## config.mk

```make
export PLATFORM = sky130hd
export DESIGN_NAME = dac_transmitter_tc2bo
export DESIGN_NICKNAME = d
export VERILOG_FILES = /design/src/rtl/dac_transmitter_tc2bo.sv
export SDC_FILE = /design/constraint.sdc
export NUM_CORES = 1
export LEC_CHECK = 0
export ABC_AREA = 1
export BUFFER_PORTS_ARGS = -buffer_cell sky130_fd_sc_hd__buf_2
export CELL_PAD_IN_SITES_DETAIL_PLACEMENT = 1
export CELL_PAD_IN_SITES_GLOBAL_PLACEMENT = 1
export CORE_MARGIN = 8
export CORE_UTILIZATION = 25
export DETAILED_ROUTE_END_ITERATION = 16
export PLACE_DENSITY = 0.52
export SLEW_MARGIN = 30
export SYNTH_ARGS = -nofsm -noshare
export SYNTH_HDL_FRONTEND = slang
export SYNTH_SLANG_ARGS = --single-unit
```

## constraint.sdc

```tcl
create_clock -name CLK -period 4.4 [get_ports CLK]
set_input_delay 0.66 -clock CLK [delete_from_list [all_inputs] [get_ports CLK]]
set_output_delay 0.66 -clock CLK [all_outputs]
set_load 0.005 [all_outputs]
```

## src/rtl/dac_transmitter_tc2bo.sv

```systemverilog
// DAC transmitter: two's-complement words in, offset-binary LANES-wide groups out,
// with midscale/ramp test patterns and a saturating underflow counter.

module dac_tx_lane_tc2bo (
    input  logic [1:0] sel_i,
    input  logic [7:0] smp_i,
    input  logic [7:0] ramp_i,
    output logic [7:0] out_o
);
    always_comb begin
        case (sel_i)
            2'd0:    out_o = {~smp_i[7], smp_i[6:0]};
            2'd2:    out_o = ramp_i;
            default: out_o = 8'h80;
        endcase
    end
endmodule

module dac_transmitter_tc2bo #(
    parameter int PORTS = 8,
    parameter int LANES = 2
) (
    input  logic                        CLK,
    input  logic                        RST_N,
    input  logic                        ENABLE,
    input  logic [1:0]                  TEST_MODE,
    input  logic                        CNT_CLR,
    input  logic [PORTS-1:0][7:0]       S_DATA,
    input  logic                        S_VALID,
    output logic                        S_READY,
    output logic [LANES-1:0][7:0]       DAC_DATA,
    output logic                        DAC_VALID,
    output logic                        UNDERFLOW,
    output logic [15:0]                 UNDERFLOW_CNT
);
    localparam int R  = PORTS / LANES;
    localparam int PW = (R > 1) ? $clog2(R) : 1;

    localparam logic [1:0] SEL_DATA = 2'd0;
    localparam logic [1:0] SEL_MID  = 2'd1;
    localparam logic [1:0] SEL_RAMP = 2'd2;

    // Words are kept grouped as [group][lane] so the phase indexes a group directly.
    logic [R-1:0][LANES-1:0][7:0] h_q, h_d, sr_q, sr_d, src_w;
    logic                         hf_q, hf_d;
    logic [PW-1:0]                p_q, p_d, p_nxt;
    logic                         primed_q, primed_d;
    logic [7:0]                   ramp_q, ramp_d;
    logic [LANES-1:0][7:0]        dac_q, dac_d, grp;
    logic                         dval_q;
    logic                         uf_q, uf_d;
    logic [15:0]                  cnt_q, cnt_d;

    logic data_mode, ramp_mode, load, starve, accept;
    logic [1:0] sel;

    assign data_mode = (TEST_MODE == 2'b00);
    assign ramp_mode = (TEST_MODE == 2'b10);
    assign load      = (p_q == '0) && hf_q;
    assign starve    = (p_q == '0) && !hf_q;
    assign S_READY   = RST_N && ENABLE && data_mode && (!hf_q || (p_q == '0));
    assign accept    = S_VALID && S_READY;
    assign p_nxt     = (p_q == PW'(R - 1)) ? '0 : p_q + 1'b1;

    assign src_w = load ? h_q : sr_q;
    assign grp   = src_w[p_q];

    always_comb begin
        sel = SEL_MID;
        if (ENABLE) begin
            if (data_mode)      sel = starve ? SEL_MID : SEL_DATA;
            else if (ramp_mode) sel = SEL_RAMP;
        end
    end

    for (genvar l = 0; l < LANES; l++) begin : g_lane
        dac_tx_lane_tc2bo u_lane (
            .sel_i  (sel),
            .smp_i  (grp[l]),
            .ramp_i (ramp_q + 8'(l)),
            .out_o  (dac_d[l])
        );
    end

    always_comb begin
        h_d      = h_q;
        hf_d     = hf_q;
        sr_d     = sr_q;
        p_d      = p_q;
        primed_d = primed_q;
        ramp_d   = 8'h00;
        uf_d     = 1'b0;
        cnt_d    = cnt_q;
        if (!ENABLE) begin
            hf_d     = 1'b0;
            p_d      = '0;
            primed_d = 1'b0;
        end else if (!data_mode) begin
            // Test patterns abandon any partial word but keep the held one.
            p_d = '0;
            if (ramp_mode) ramp_d = ramp_q + 8'(LANES);
        end else begin
            if (load) begin
                sr_d     = h_q;
                hf_d     = 1'b0;
                primed_d = 1'b1;
                p_d      = p_nxt;
            end else if (p_q != '0) begin
                p_d = p_nxt;
            end else if (primed_q) begin
                uf_d = 1'b1;
                if (cnt_q != 16'hFFFF) cnt_d = cnt_q + 16'd1;
            end
            if (accept) begin
                h_d  = S_DATA;
                hf_d = 1'b1;
            end
        end
        if (CNT_CLR) cnt_d = 16'h0000;
    end

    always_ff @(posedge CLK or negedge RST_N) begin
        if (!RST_N) begin
            h_q      <= '0;
            hf_q     <= 1'b0;
            sr_q     <= '0;
            p_q      <= '0;
            primed_q <= 1'b0;
            ramp_q   <= 8'h00;
            dac_q    <= {LANES{8'h80}};
            dval_q   <= 1'b0;
            uf_q     <= 1'b0;
            cnt_q    <= 16'h0000;
        end else begin
            h_q      <= h_d;
            hf_q     <= hf_d;
            sr_q     <= sr_d;
            p_q      <= p_d;
            primed_q <= primed_d;
            ramp_q   <= ramp_d;
            dac_q    <= dac_d;
            dval_q   <= ENABLE;
            uf_q     <= uf_d;
            cnt_q    <= cnt_d;
        end
    end

    assign DAC_DATA      = dac_q;
    assign DAC_VALID     = dval_q;
    assign UNDERFLOW     = uf_q;
    assign UNDERFLOW_CNT = cnt_q;
endmodule

```

==> results of run 1 <==
-- final timing paths --
path                                     start                endpoint  slack, ns
max                         p_q[0]$_DFFE_PN0P_                 S_READY       1.46
max in group asynchronous                RST_N  DAC_DATA[11]$_DFF_PN0_       2.92
min in group CLK                        ENABLE     DAC_VALID$_DFF_PN0_       0.43
min reg2reg                h_q[62]$_DFFE_PN0P_     h_q[62]$_DFFE_PN0P_       0.48
min                                      RST_N     h_q[61]$_DFFE_PN0P_       0.21
max reg2reg                 p_q[0]$_DFFE_PN0P_     sr_q[4]$_DFFE_PN0P_       1.69
-- cell families after synthesis --
| family | share of synthesized area, % |
|---|---|
| compound gates | 12.7 |
| xor+xnor | 0.648 |
| fa+ha+maj | 0.617 |
| buf+inv | 7.71 |
| flops | 53.4 |
| simple gates | 24.9 |
-- flip-flops by register name, summed over array words and instances (netlist names) --
name,count
DAC_DATA,16
UNDERFLOW_CNT,16
hf_q,1
primed_q,1
p_q,2
sr_q,64
ramp_q,7
DAC_VALID,1
h_q,64
UNDERFLOW,1
-- cell type report --
| class | count | area, µm² |
|---|---|---|
| Tap cell | 408 | 510 |
| Multi-Input combinational cell | 680 | 3170 |
| Fill cell | 3879 | 22600 |
| Clock inverter | 15 | 193 |
| Clock buffer | 17 | 425 |
| Inverter | 92 | 345 |
| Sequential cell | 173 | 4330 |
| Timing Repair Buffer | 117 | 647 |
-- power by group --
part	internal [mW]	switching, mW	leakage [nW]
Combinational	0.208	0.342	2.32
Clock	0.828	0.756	0.304
Sequential	1.86	0.161	2.13
Total	2.89	1.26	4.75
-- metrics by stage --
stage                     instances  hold slack (ns)  power, mW
after CTS                      1502            0.224       4.23
after global routing           1502            0.228       4.41
after global placement         1470            0.464       2.59
final                          1502            0.209       4.15
after floorplan                1004            0.364       2.36
after detailed placement       1470            0.467       2.62
-- worst max-delay path, cell delays in order, from the launching register on --
cell      delay [ns]
dfrtp_1         0.37
buf_4           0.26
clkinv_1        0.11
ha_1            0.29
o21ai_1         0.15
nor2_4          0.43
buf_2           0.22
-- routing by layer --
| layer | GRT usage, % | up-vias | share of wire (%) |
|---|---|---|---|
| met5 | 0 | - | 0 |
| met4 | 2.95 | 0 | 1.0 |
| met3 | 2.52 | 12 | 2.8 |
| met2 | 21.8 | 89 | 45 |
| met1 | 19.3 | 3382 | 51 |
| li1 | - | 3434 | - |
-- cell usage after synthesis (all sizes together) --
cell type    n  area share (%)
or2          1           0.077
xor2         6            0.65
clkinv       3            0.14
nor4         1           0.077
o31ai        1           0.093
o21bai       4            0.37
a31oi        1           0.077
clkbuf      30             1.4
buf         29             2.1
nor3         2            0.12
inv         89             4.1
nand2      294              14
o22ai        6            0.46
o21ai      110             6.8
dfstp        2            0.65
dfrtp      171              53
nand4       14             1.1
o211ai      17             1.6
ha           4            0.62
a21oi       54             3.3
nor2        50             2.7
nand3      115             7.2
==> reports/results.env, run 1 <==
ANTENNA_CELLS_INSERTED=0
GLOBALROUTEOVERFLOWTOTAL=0
GROUTE.USAGE.OVERALL_PCT=13.8
INITIALDRTVIOLATIONCOUNT=327
RSZ0062_AT_GRT='no'
OUTCOME='finished, final reports clean'
REG2REGPATHDEPTH=7
GRT_ANTENNA_BEFORE_REPAIR=0
GPL_WTD_CONG=0.749
IOS=106
MAX_FREQ_GHz=0.340
CTS_RESIZED=0
POSTCTSHOLDBUFS=0
WORST_SETUP_HOLD_PATH_CLK_SLEW_NS=0.07
WIRE_PER_INST_UM=17.1
MIN-DELAY-PATH-CLASS='in -> async'
SETUP_VIOL_COUNT_FINAL=0
DATA_ARRIVAL_TIME_OF_THE_CRITICAL_PATH_NS=2.28
CTS_TREE='built'
CRITPATHLAUNCHTYPE='register'
FP.COREAREA_MM2=0.0322
PLACE.DETAILED.HPWL_UM=17700
SETUP_CRIT_PATH_KIND='reg -> out'
MAX_CAP_VIOL_COUNT=0
CTS.PATH.MAX_BUFFERS=2
WL_UM=25700
DETAIL-ROUTE-ANTENNA-NETS=0
DIE_AREA_MM2=0.0385
HOLD_VIOL_FINAL=0
FIN_SKEW_NS=0.0181
FLOORPLAN.ROWS=66
DRT_DRC_VIOLATIONS_LEFT=0
WORSTPATHREQUIRED_NS=3.74
PRE_CTS_SLACK_NS=1.57
FIN_UTIL_PCT=29.9
NNETSFINAL=1156
NUMBER_OF_CLOCK_SINKS=173
SYNTH_CELL_TYPE_COUNT=31
SYNTH.NET_COUNT=1079
DR.PASS1.ITERS=4
CRIT_FANOUT=34
DIE_WIDTH_UM=196
LAYOUT-DRIVE-GT1-SHARE_PCT=15.4
GRT_FIRST_PASS_WIRELENGTH_UM=42000
POST_DRT_VIA_CELL_RATIO=4.61
POSTSYNTHCELLCOUNT=1004
SYNTHESIS.AREA_MM2=0.00811
POST_DP_CELL_AREA_MM2=0.00901
DETAILROUTE.VIA_COUNT=6917
MOSTFREQUENTLAYOUTCELLS='290 x nand2_1, 171 x dfrtp_1, 114 x nand3_1'
FINAL.MIN_CLOCK_PERIOD_NS=2.94
POST_SYNTH.CELL_AREA_AVG_UM2=8.08
VDD_DROP_MAX_V=0.000262
ROOT_BUFFER='clkbuf_16'
WORST_PIN_SLEW_NS=0.872
SYNTH-SEQ-AREA-SHARE_PCT=53.4
AREAGROWTHSYNTHTOFINISH_PCT=18.7
SLEW_HEADROOM_PCT=41.9
PERIOD_SHARE_PCT=66.8
LAYOUT_COMMONEST_CELL='nand2_1'
TIMING_MAX_TRANSITION_VIOLATIONS_FINAL=0
VIAS_IN_THE_FIRST_GLOBAL_ROUTE=7439
H-TREE-DEPTH=4
TOTALNEGATIVESETUPSLACK_NS=0
DIE_H_UM=196
POST-ROUTE-CELL-AREA_MM2=0.00963
CTS-BUFFERS-INSERTED=17
YOSYS_WARNINGS=0
PIN_COUNT_OF_THE_BIGGEST_NET_ENTERING_GLOBAL_ROUTING=97
CLK_LATENCY_NS=0.43
BUFFER_PORTS.INSERTED=105
START_UTIL_PCT=25.2
TOTAL_LEAKAGE_POWER_nW=4.75
YS_FF_LATCH=173
POWER.DENSITY_CELL_AREA_mW_PER_MM2=431
FINAL_CRITICAL_PATH_SETUP_SLACK_NS=1.46
POST-CTS-SETUP-BUFFERS=0
CRIT_PATH_END_KIND='primary output'
(Power assumes the default switching activity.)
==> inputs of run 2 (changes only) <==
--- a/config.mk
+++ b/config.mk
@@ -12,7 +12,7 @@
 export CORE_MARGIN = 8
 export CORE_UTILIZATION = 25
 export DETAILED_ROUTE_END_ITERATION = 16
-export PLACE_DENSITY = 0.52
+export PLACE_DENSITY = 0.54
 export SLEW_MARGIN = 30
 export SYNTH_ARGS = -nofsm -noshare
 export SYNTH_HDL_FRONTEND = slang
==> constraint.sdc (replaced) <==
create_clock -name CLK -period 2.5 [get_ports CLK]
set_input_delay 0.375 -clock CLK [delete_from_list [all_inputs] [get_ports CLK]]
set_output_delay 0.375 -clock CLK [all_outputs]
set_load 0.005 [all_outputs]
==> run 2 against run 1 <==
The run now ends with hold timing left. Sequential share of layout area fell by 0.54 points. Combinational power rose by 80%. Power rose by 77%. Utilization rose by 0.36 points. Clock skew rose by 0.0026 ns. Die area did not move. Final cell count rose by 0.53%. Critical endpoint unchanged. Largest cell class unchanged. Largest power group unchanged. Highest routed layer unchanged.
==> reports/results.env, run 2 (synthesis results as in run 1) <==
OUTCOME='complete, but fails checks'
FAILED_CHECKS='hold timing'
GLOBALROUTEOVERFLOWTOTAL=0
TIMING.CRITICAL_PATH.BUF_INV=3
LAYOUT_COMMONEST_CELL='nand2_1'
REG.LARGEST.LIST='h_q: 64 flops, sr_q: 64 flops'
FINAL.MIN_CLOCK_PERIOD_NS=2.22
WORST_PIN_SLEW_NS=0.561
FP.COREAREA_MM2=0.0322
WL_UM=25900
DETAILROUTE.VIA_COUNT=6943
BUFFER_PORTS.INSERTED=105
CTS-BUFFERS-INSERTED=17
CRIT_PATH_START='p_q[0]$_DFFE_PN0P_'
POST_DP_CELL_AREA_MM2=0.00913
DATA_ARRIVAL_TIME_OF_THE_CRITICAL_PATH_NS=1.85
CLOCK_POWER_SHARE_PCT=38.5
MAX_CAP_VIOL_COUNT=0
CRITPATHLAUNCHTYPE='register'
CTS_TREE='built'
USE_MET1_PCT=18.9
SETUP_VIOL_COUNT_FINAL=0
POST_DRT_VIA_CELL_RATIO=4.60
FIN_UTIL_PCT=30.3
START_UTIL_PCT=25.2
SHARE_SEQ_OF_TOTAL_POWER_PCT=48.1
TIMING.CRITICAL_PATH.SLOWEST_STAGE_CELL='dfrtp_1'
AREAGROWTHSYNTHTOFINISH_PCT=20.1
FIN_SKEW_NS=0.0207
TIMING_MAX_TRANSITION_VIOLATIONS_FINAL=0
POST-ROUTE-CELL-AREA_MM2=0.00974
IOS=106
FINALHOLDWORSTSLACK_NS=-0.0399
RSZ0062_AT_GRT='no'
NUMBER_OF_CLOCK_SINKS=173
ANTENNA_CELLS_INSERTED=0
WORSTPATHREQUIRED_NS=2.12
GROUTE.USAGE.OVERALL_PCT=14.0
HOLD_VIOL_FINAL=9
TOTAL_LEAKAGE_POWER_nW=4.79
WORST_R2R_STARTPOINT='p_q[0]$_DFFE_PN0P_'
DIE_WIDTH_UM=196
MOSTFREQUENTLAYOUTCELLS='290 x nand2_1, 171 x dfrtp_1, 114 x nand3_1'
MIN-DELAY-PATH-CLASS='in -> async'
TOTALNEGATIVESETUPSLACK_NS=0
CRIT_FANOUT=9
DRT_DRC_VIOLATIONS_LEFT=0
MAX_FREQ_GHz=0.450
FLOORPLAN.ROWS=66
CTS.PATH.MAX_BUFFERS=2
GRT_FIRST_PASS_WIRELENGTH_UM=42600
POSTCTSHOLDBUFS=0
VIAS_IN_THE_FIRST_GLOBAL_ROUTE=7397
DETAIL-ROUTE-ANTENNA-NETS=0
DIE_H_UM=196
GLOBAL_ROUTE.USAGE.MET3_PCT=3.26
CRIT_PATH_END_KIND='primary output'
GPL_WTD_CONG=0.768
PIN_COUNT_OF_THE_BIGGEST_NET_ENTERING_GLOBAL_ROUTING=91
GROUTE.LAYER.MET2.USAGE_PCT=22.6
GRT-BUSIEST-LAYER='met2'
SLEW_HEADROOM_PCT=62.5
WIRE_PER_INST_UM=17.2
POWER.DENSITY_CELL_AREA_mW_PER_MM2=755
LAYOUT-DRIVE-GT1-SHARE_PCT=15.9
ROOT_BUFFER='clkbuf_16'
INITIALDRTVIOLATIONCOUNT=273
POWER.NET_SWITCHING_mW=2.12
P_COMB_SHARE_PCT=13.4
CTS_RESIZED=0
CPLARGESTDELAYFAMILY='buffers and inverters'
PLACE.DETAILED.HPWL_UM=18300
DIE_AREA_MM2=0.0385
CRIT_CHAIN='clkinv_1, ha_1, o21ai_1, nor2_4, buf_4, buf_2'
CP_PEAK_STAGE_DELAY_NS=0.35
POWER_SWITCHING_SHARE_PCT=28.8
H-TREE-DEPTH=4
DR.PASS1.ITERS=4
SETUP_CRIT_PATH_KIND='reg -> out'
PERIOD_SHARE_PCT=88.8
GRT_ANTENNA_BEFORE_REPAIR=0
VDD_DROP_MAX_V=0.000509
CLK_LATENCY_NS=0.44
CELLINTERNALPOWER_mW=5.24
WORST_SETUP_HOLD_PATH_CLK_SLEW_NS=0.07
NNETSFINAL=1164
POST-CTS-SETUP-BUFFERS=0
## run 2: cell types whose count changed in the layout (fill, tap and decap cells not counted), sizes merged
cell      before  now
buf          117  125
bufinv         1    3
clkbuf        17   18
clkinv         8    7
clkinvlp       0    2
inv           98   94
## run 2: final timing paths
| kind | slack [ns] | to | cells after the start |
|---|---|---|---|
| worst max register to register | 0.45 | sr_q[62]$_DFFE_PN0P_ | 7 |
| worst min register to register | 0.48 | h_q[16]$_DFFE_PN0P_ | 2 |
| worst min-delay path | -0.04 | h_q[47]$_DFFE_PN0P_ | 2 |
| max in group asynchronous | 1.60 | sr_q[38]$_DFFE_PN0P_ | 3 |
| worst max-delay path | 0.28 | S_READY | 6 |
| min in group CLK | 0.14 | DAC_VALID$_DFF_PN0_ | 1 |
## run 2: layout make-up
cell class / count / area, µm²
repair buffers: 125 / 769
clock inverters: 14 / 183
inverters: 92 / 345
multi-input cells: 680 / 3170
flip-flops and latches: 173 / 4330
clock buffers: 18 / 429
well taps: 408 / 510
fillers: 3846 / 22500
## run 2: power by group through the flow
stage	logic, mW	registers (mW)	clock network, mW
global placement	0.984	3.60	0
CTS	1.02	3.55	2.94
detailed placement	1.01	3.60	0
global route	1.19	3.61	3.02
finish	0.986	3.54	2.83
floorplan	0.663	3.48	0
## run 2: stage by stage
step                      worst slack, ns  power, mW  instances  hold WS, ns
after floorplan                     0.400       4.15       1004       0.0794
after global placement              0.502       4.58       1478        0.457
after detailed placement            0.433       4.61       1478        0.464
after CTS                           0.236       7.51       1510      0.00157
after global routing                0.164       7.81       1510       0.0125
final                               0.280       7.36       1510      -0.0399
## run 2: layer usage
layer / vias up / wire length, µm / share of wire, %
met5: - / 0 / 0
met4: 0 / 276 / 1.1
met3: 17 / 995 / 3.8
met2: 110 / 12000 / 46
met1: 3375 / 12600 / 49
li1: 3441 / - / -
==> inputs of run 3 (changes only) <==
--- a/config.mk
+++ b/config.mk
@@ -13,6 +13,7 @@
 export CORE_UTILIZATION = 25
 export DETAILED_ROUTE_END_ITERATION = 16
 export PLACE_DENSITY = 0.54
+export REMOVE_ABC_BUFFERS = 1
 export SLEW_MARGIN = 30
 export SYNTH_ARGS = -nofsm -noshare
 export SYNTH_HDL_FRONTEND = slang
==> run 3 against run 2 <==
The flow now finishes without violations. Worst setup slack worse by 0.023 ns. Die area unchanged. Non-clock buffer count down 2. Utilization down 0.15 points. Final cell count down 0.13%. First-iteration DRC count up 17%. Sequential share of layout area up 0.22 points.
==> reports/results.env, run 3 (synthesis results as in run 1) <==
LAYOUT-DRIVE-GT1-SHARE_PCT=15.6
WORST_SETUP_HOLD_PATH_CLK_SLEW_NS=0.07
START_UTIL_PCT=25.2
WORST_PIN_SLEW_NS=0.642
POWER_SWITCHING_SHARE_PCT=28.6
HOLD_VIOL_FINAL=0
FINAL.MIN_CLOCK_PERIOD_NS=2.24
SETUP_VIOL_COUNT_FINAL=0
DIE_AREA_MM2=0.0385
POWER.NET_SWITCHING_mW=2.07
MIN-DELAY-PATH-CLASS='in -> reg'
CTS_RESIZED=0
SHARE_SEQ_OF_TOTAL_POWER_PCT=48.5
CLK_LATENCY_NS=0.43
REG.LARGEST.LIST='h_q: 64 flops, sr_q: 64 flops'
VDD_DROP_MAX_V=0.000445
CP_PEAK_STAGE_DELAY_NS=0.39
H-TREE-DEPTH=4
MAX_CAP_VIOL_COUNT=0
CTS_TREE='built'
INITIALDRTVIOLATIONCOUNT=319
TIMING.CRITICAL_PATH.SLOWEST_STAGE_CELL='dfrtp_1'
DRT_DRC_VIOLATIONS_LEFT=0
ANTENNA_CELLS_INSERTED=0
AREAGROWTHSYNTHTOFINISH_PCT=19.5
RSZ0062_AT_GRT='no'
TOTAL_LEAKAGE_POWER_nW=4.77
FIN_SKEW_NS=0.00820
FP.COREAREA_MM2=0.0322
SETUP.REG_TO_REG.WORST_SLACK_NS=0.59
DIE_H_UM=196
GLOBALROUTEOVERFLOWTOTAL=0
POST_DRT_VIA_CELL_RATIO=4.63
NNETSFINAL=1162
HOLDCRITSTARTPOINT='S_DATA[42]'
TIMING_MAX_TRANSITION_VIOLATIONS_FINAL=0
CRIT_PATH_START='p_q[1]$_DFFE_PN0P_'
GRT_FIRST_PASS_WIRELENGTH_UM=41600
DR.PASS1.ITERS=4
MAX_FREQ_GHz=0.446
NUMBER_OF_CLOCK_SINKS=173
WIRE_PER_INST_UM=16.6
DATA_ARRIVAL_TIME_OF_THE_CRITICAL_PATH_NS=1.87
WORSTPATHREQUIRED_NS=2.12
VIAS_IN_THE_FIRST_GLOBAL_ROUTE=7610
FINAL_CRITICAL_PATH_SETUP_SLACK_NS=0.256
GRT_ANTENNA_BEFORE_REPAIR=0
GPL_WTD_CONG=0.784
POWER.DENSITY_CELL_AREA_mW_PER_MM2=747
PIN_COUNT_OF_THE_BIGGEST_NET_ENTERING_GLOBAL_ROUTING=102
DIE_WIDTH_UM=196
SETUP_CRIT_PATH_KIND='reg -> out'
PRE_CTS_SLACK_NS=0.567
DETAILROUTE.VIA_COUNT=6975
WORSTREG2REGEND='sr_q[12]$_DFFE_PN0P_'
BUFFER_PORTS.INSERTED=105
LAYOUT_COMMONEST_CELL='nand2_1'
CLOCK_POWER_SHARE_PCT=38.2
CELLINTERNALPOWER_mW=5.17
CRIT_PATH_END_KIND='primary output'
IOS=106
WL_UM=25000
CTS.PATH.MAX_BUFFERS=2
DETAIL-ROUTE-ANTENNA-NETS=0
REG2REGPATHDEPTH=7
CRITPATHLAUNCHTYPE='register'
P_COMB_SHARE_PCT=13.3
FINALHOLDWORSTSLACK_NS=0.165
WORST_R2R_STARTPOINT='p_q[1]$_DFFE_PN0P_'
CRIT_FANOUT=45
TOTALNEGATIVESETUPSLACK_NS=0
GROUTE.USAGE.OVERALL_PCT=13.5
CTS-BUFFERS-INSERTED=17
OUTCOME='finished, final reports clean'
SLEW_HEADROOM_PCT=57.2
PLACE.DETAILED.HPWL_UM=16000
ROOT_BUFFER='clkbuf_16'
CRIT_CHAIN='clkinv_1, ha_1, o21ai_1, nor2_4, buf_12, buf_2'
MOSTFREQUENTLAYOUTCELLS='290 x nand2_1, 171 x dfrtp_1, 114 x nand3_1'
LAST_ELEMENT_OF_THE_CRITICAL_PATH='S_READY'
PERIOD_SHARE_PCT=89.8
FLOORPLAN.ROWS=66
==> run 3: cell count changes in the layout (fill, tap and decap cells not counted) <==
cell           previous run  this run
buf_4                    13        11
inv_8                     1         2
clkbuf_8                  0         1
bufinv_16                 3         2
clkinv_4                  3         2
buf_6                     1         2
dlygate4sd3_1             0         1
buf_12                    7         5
==> run 3: per-layer routing <==
layer	up-vias	track usage, %	wire (µm)
li1	3440	-	-
met1	3424	17.6	12200
met2	95	22.8	11800
met3	16	2.60	688
met4	0	3.40	277
met5	-	0	0
==> run 3: cell type report <==
cell class	instances	area (µm²)
Clock buffer	19	443
Multi-Input combinational cell	680	3170
Sequential cell	173	4330
Timing Repair Buffer	123	736
Clock inverter	13	155
Fill cell	3897	22500
Inverter	92	345
Tap cell	408	510
==> run 3: metrics by stage <==
stage / power [mW] / util (%) / area [µm²] / instances
final: 7.24 / 30.1 / 9700 / 1508
after global routing: 7.69 / 30.1 / 9700 / 1508
after CTS: 7.36 / 30.1 / 9690 / 1508
after detailed placement: 4.55 / 28.2 / 9080 / 1475
after global placement: 4.52 / 28.2 / 9080 / 1475
after floorplan: 4.12 / - / 7830 / 945
==> run 3: repair_timing <==
action / 4_1_cts / 5_1_grt
endpoints found under the hold margin: 6 / 0
hold buffers: 1 / 0
setup buffers: 0 / 0
==> run 3: worst min path at each step <==
stage / endpoint / slack (ns) / depth (start not counted)
detailed placement: h_q[31]$_DFFE_PN0P_ / 0.19 / 1
finish: h_q[42]$_DFFE_PN0P_ / 0.17 / 3
CTS: h_q[34]$_DFFE_PN0P_ / 0.15 / 3
global placement: h_q[31]$_DFFE_PN0P_ / 0.19 / 1
global route: DAC_VALID$_DFF_PN0_ / 0.15 / 1
floorplan: DAC_DATA[0]$_DFF_PN0_ / 0.08 / 0
==> run 3: power by group through the flow <==
stage               registers [mW]  logic [mW]  clock network [mW]
CTS                           3.52       0.992                2.85
finish                        3.51       0.964                2.77
global route                  3.57        1.16                2.96
floorplan                     3.49       0.629                   0
global placement              3.56       0.956                   0
detailed placement            3.57       0.980                   0
==> run 3: critical path, delay by kind of cell, from the launching register on <==
kind            cells  cell delay, ns
buf+inv             3            0.47
flops               1            0.39
fa+ha+maj           1            0.25
simple gates        1            0.15
compound gates      1            0.14
